**config.mk**
```make
export PLATFORM = sky130hd
export DESIGN_NAME = comb_m_arb
export DESIGN_NICKNAME = d
export VERILOG_FILES = /design/src/rtl/comb_m_arb.sv
export SDC_FILE = /design/constraint.sdc
export NUM_CORES = 1
export LEC_CHECK = 0
export CAP_MARGIN = 25
export CORE_ASPECT_RATIO = 2
export CORE_MARGIN = 2
export CORE_UTILIZATION = 37
export DETAILED_ROUTE_END_ITERATION = 7
export GPL_TIMING_DRIVEN = 1
export PLACE_DENSITY = 0.67
export SETUP_SLACK_MARGIN = 0.05
export SYNTH_ARGS = -nofsm -noshare
export SYNTH_HDL_FRONTEND = slang
export SYNTH_SLANG_ARGS = --single-unit
```
**constraint.sdc**
```tcl
create_clock -name clk -period 2.3 [get_ports clk]
set_input_delay 0.575 -clock clk [delete_from_list [all_inputs] [get_ports clk]]
set_output_delay 0.575 -clock clk [all_outputs]
set_load 0.02 [all_outputs]
```
**src/rtl/comb_m_arb.sv**
```systemverilog
// Four-requester round-robin arbiter sharing a single evaluator of
// m = (~a&~b&~c)|(~a&b&c)|(a&~b&c); one transaction in flight at a time.
module comb_m_arb #(
    parameter int unsigned CNT_W = 8
) (
    input  logic             clk,
    input  logic             rst,
    input  logic [3:0]       req,
    input  logic [11:0]      req_abc,
    output logic [3:0]       gnt,
    output logic             busy,
    output logic             rsp_vld,
    input  logic             rsp_rdy,
    output logic [1:0]       rsp_id,
    output logic             rsp_m,
    output logic [CNT_W-1:0] done_cnt
);

    typedef enum logic [1:0] {IDLE, EVAL, RESP} state_t;

    state_t     state, state_nxt;
    logic [1:0] ptr;
    logic [1:0] id_q;
    logic [2:0] abc_q;
    logic [1:0] win;
    logic [1:0] idx;
    logic       win_vld;
    logic [2:0] sel_abc;

    function automatic logic f_m(input logic [2:0] v);
        logic a, b, c;
        a = v[2];
        b = v[1];
        c = v[0];
        return (~a & ~b & ~c) | (~a & b & c) | (a & ~b & c);
    endfunction

    // Scan ptr, ptr+1, ... with 2-bit wraparound; first set bit wins.
    always_comb begin
        win     = '0;
        win_vld = 1'b0;
        idx     = '0;
        for (int unsigned k = 0; k < 4; k++) begin
            idx = ptr + 2'(k);
            if (!win_vld && req[idx]) begin
                win_vld = 1'b1;
                win     = idx;
            end
        end
    end

    always_comb begin
        sel_abc = req_abc[2:0];
        case (win)
            2'd0: sel_abc = req_abc[2:0];
            2'd1: sel_abc = req_abc[5:3];
            2'd2: sel_abc = req_abc[8:6];
            2'd3: sel_abc = req_abc[11:9];
            default: sel_abc = req_abc[2:0];
        endcase
    end

    always_comb begin
        state_nxt = state;
        case (state)
            IDLE: if (win_vld) state_nxt = EVAL;
            EVAL: state_nxt = RESP;
            RESP: if (rsp_rdy) state_nxt = IDLE;
            default: state_nxt = IDLE;
        endcase
    end

    always_ff @(posedge clk) begin
        if (rst) state <= IDLE;
        else     state <= state_nxt;
    end

    always_ff @(posedge clk) begin
        if (rst) begin
            gnt      <= '0;
            rsp_vld  <= 1'b0;
            rsp_m    <= 1'b0;
            rsp_id   <= '0;
            done_cnt <= '0;
            ptr      <= '0;
            abc_q    <= '0;
            id_q     <= '0;
        end else begin
            case (state)
                IDLE: begin
                    if (win_vld) begin
                        abc_q <= sel_abc;
                        id_q  <= win;
                        gnt   <= 4'b0001 << win;
                    end
                end
                EVAL: begin
                    rsp_m   <= f_m(abc_q);
                    rsp_id  <= id_q;
                    rsp_vld <= 1'b1;
                    gnt     <= '0;
                end
                RESP: begin
                    if (rsp_rdy) begin
                        rsp_vld  <= 1'b0;
                        ptr      <= id_q + 2'd1;
                        done_cnt <= done_cnt + CNT_W'(1);
                    end
                end
                default: ;
            endcase
        end
    end

    assign busy = (state != IDLE);

endmodule

```
==> results.yml <==
critical_path:
  path_max_fanout: 5
  crit_path_max_incr_delay_ns: 0.53
  cp-start-kind: "flip-flop"
  critPathSlowestCell: "clkdlybuf4s50_1"
  cp_cell_sequence: "or2_4, clkdlybuf4s50_1"
  end_kind: "output pin"
  critPathKind: "reg2out"
  cp_data_required_time_ns: 1.73
  cp.arrival_ns: 1.40
logic_synthesis:
  synthSimpleGateAreaFrac: 0.239
  synthesis.yosys.warnings: 0
  synth_mux_area_frac: 0.0566
  ys_ff_latch: 25
  synth-main-ff-cell: "dfxtp_1"
  synthXorXnorAreaFrac: 0.0637
  synthCells: 133
  syn_area_um2: 1240
  synth-edff-count: 0
  synth-compound-area-share: 0.183
  synth_top_family_by_area: "simple AND/OR/NAND/NOR gates"
  synth_cell_type_count: 41
  synth_nets: 153
  synthArstFlopShare: 0
  synthAdderAreaFrac: 0.0101
  avgSynthCellArea_um2: 9.30
  seq_area_frac_synth: 0.404
clock_network:
  clockRootBuffer: "clkbuf_8"
  cts.sinks: 25
  cts_made_buffers: 3
  ctsHoldBuffers: 0
  post-cts-setup-buffers: 0
  ctsResizeCount: 0
  cts_buffer_depth: 2
  insertion_delay_ns: 0.26
  cts_tree: "yes"
  htree_num_levels: 1
  clk_pin_slew_ns: 0.08
flow_run:
  maxCapViolCount: 0
sta:
  slew_viol_final: 0
  finalHoldViolCount: 0
  worst_slew_pin_slew_ns: 0.464
  finClkSkew_ns: 0.00213
  tns_ns: 0
  finalCritPeriodShare: 0.860
  slew_headroom: 0.690
  setup_viol: 0
  fin_crit_ns: 1.98
  fmax_ghz: 0.506
  rsz0062_at_grt: "no"
placement:
  hpwl_mm: 2.23
  numPortBuffers: 35
  place.gp.congestion: 0.786
  place_inst: 196
die:
  die-area_um2: 3850
  fp.dieW_um: 44.9
  placementRows: 29
  coreArea_um2: 3190
  ios: 36
  initial_core_util: 0.388
  die_h_um: 85.8
route:
  drt_pre_antenna_iters: 4
  vias: 1070
  drtIter0Drc: 16
  routed_wl_mm: 2.82
  wl_per_cell_um: 14.1
  route.detailed.drc: 0
  final_antenna_net_count: 0
  vias_per_cell: 5.35
global_route:
  grt_antenna_before_repair: 0
  grt_pass1_wl_mm: 4.62
  grtUsageTotal: 0.160
  grt_overflow_total: 0
  grt_pass1_vias: 1035
  grt_max_degree: 14
final_layout:
  final_common_cell: "clkdlybuf4s50_1"
  layout-drive-gt1-share: 0.0769
  finalNetCount: 190
  final_cell_mix: "clkdlybuf4s50_1 (35), dfxtp_1 (25), nor2_1 (23), a21oi_1 (8)"
  synthToLayoutAreaGrowth_pct: 33.5
  n_fill_cell: 311
  diodes: 0
  final_cells: 200
status:
  status: "finished clean"
power:
  ir_drop_v: 0.000471
  p_per_area_nw_per_um2: 587
  power.leakage_nw: 0.636
  power_mw: 0.969
hold_path:
  hold_path.class: "reg2reg"
## final cells by class
type / instances / area (µm²) / share of cell area
multi-input cells: 99 / 683 / 0.414
flip-flops and latches: 25 / 500 / 0.303
repair buffers: 38 / 373 / 0.226
clock buffers: 4 / 45.0 / 0.0273
well taps: 31 / 38.8 / 0.0235
inverters: 3 / 11.3 / 0.00682
## power breakdown
group,leakage [nW],internal (mW),switching (mW),total [mW]
logic,0.409,0.122,0.110,0.232
clock network,0.0228,0.124,0.127,0.251
registers,0.204,0.460,0.0255,0.486
total,0.636,0.706,0.263,0.969
## cell usage after synthesis (2+ instances only)
master,count,share of area
mux2i_1,7,0.057
buf_2,2,0.0081
o221ai_1,3,0.021
o22a_1,2,0.014
nand4_1,2,0.010
dfxtp_1,25,0.40
and2b_1,2,0.012
nand3b_1,2,0.012
clkbuf_1,2,0.0061
a211oi_1,2,0.012
xnor2_1,3,0.021
nor2b_4,2,0.022
inv_1,3,0.0091
a22o_1,2,0.014
nor2_1,23,0.070
xor2_1,6,0.042
a21oi_1,8,0.032
a22oi_1,3,0.018
nand3_1,3,0.012
nand2_1,7,0.021
nand2b_1,4,0.020
## logic make-up after synthesis
kind of cell | count (synthesis)
and+or+nand+nor | 53
AOI/OAI and AO/OA | 29
DFF | 25
xor gates and xnor gates | 9
buffers and inverters | 9
muxes | 7
adders and majority gates | 1
## worst paths after layout
path | startpoint | to | slack [ns] | cells past startpoint
worst max register to register | ptr[0] | abc_q[2] | 0.83 | 5
worst max-delay path | state[1] | busy | 0.32 | 2
worst min register to register | gnt[1] | gnt[1] | 0.47 | 1
worst min-delay path | gnt[1] | gnt[1] | 0.47 | 1
## metal layers
metal / track usage / share of wire
met3: 0.0232 / 0.038
met1: 0.187 / 0.39
met2: 0.274 / 0.55
met4: 0.0722 / 0.016
met5: 0 / 0
## state kept, by name (all words and copies together), names as in the netlist
signal / flops
id_q: 2
ptr: 2
state: 2
done_cnt: 8
abc_q: 3
gnt: 4
rsp_m: 1
rsp_vld: 1
rsp_id: 2
## worst max-delay path: cells and delay by family (launching register included)
| kind | cells | cell delay (ns) |
|---|---|---|
| buf+inv | 1 | 0.53 |
| flops | 1 | 0.34 |
| simple gates | 1 | 0.26 |
## metrics by stage
| step | utilization | area (µm²) | setup slack, ns | hold slack, ns |
|---|---|---|---|---|
| finish | 0.517 | 1650 | 0.323 | 0.473 |
| global route | 0.517 | 1650 | 0.243 | 0.488 |
| CTS | 0.517 | 1650 | 0.306 | 0.478 |
| detailed placement | 0.503 | 1610 | 0.0747 | 0.458 |
| global placement | 0.503 | 1610 | 0.101 | 0.462 |
| floorplan | - | 1240 | 0.828 | 0.481 |
Note: power is estimated with default switching activity, not from simulation.
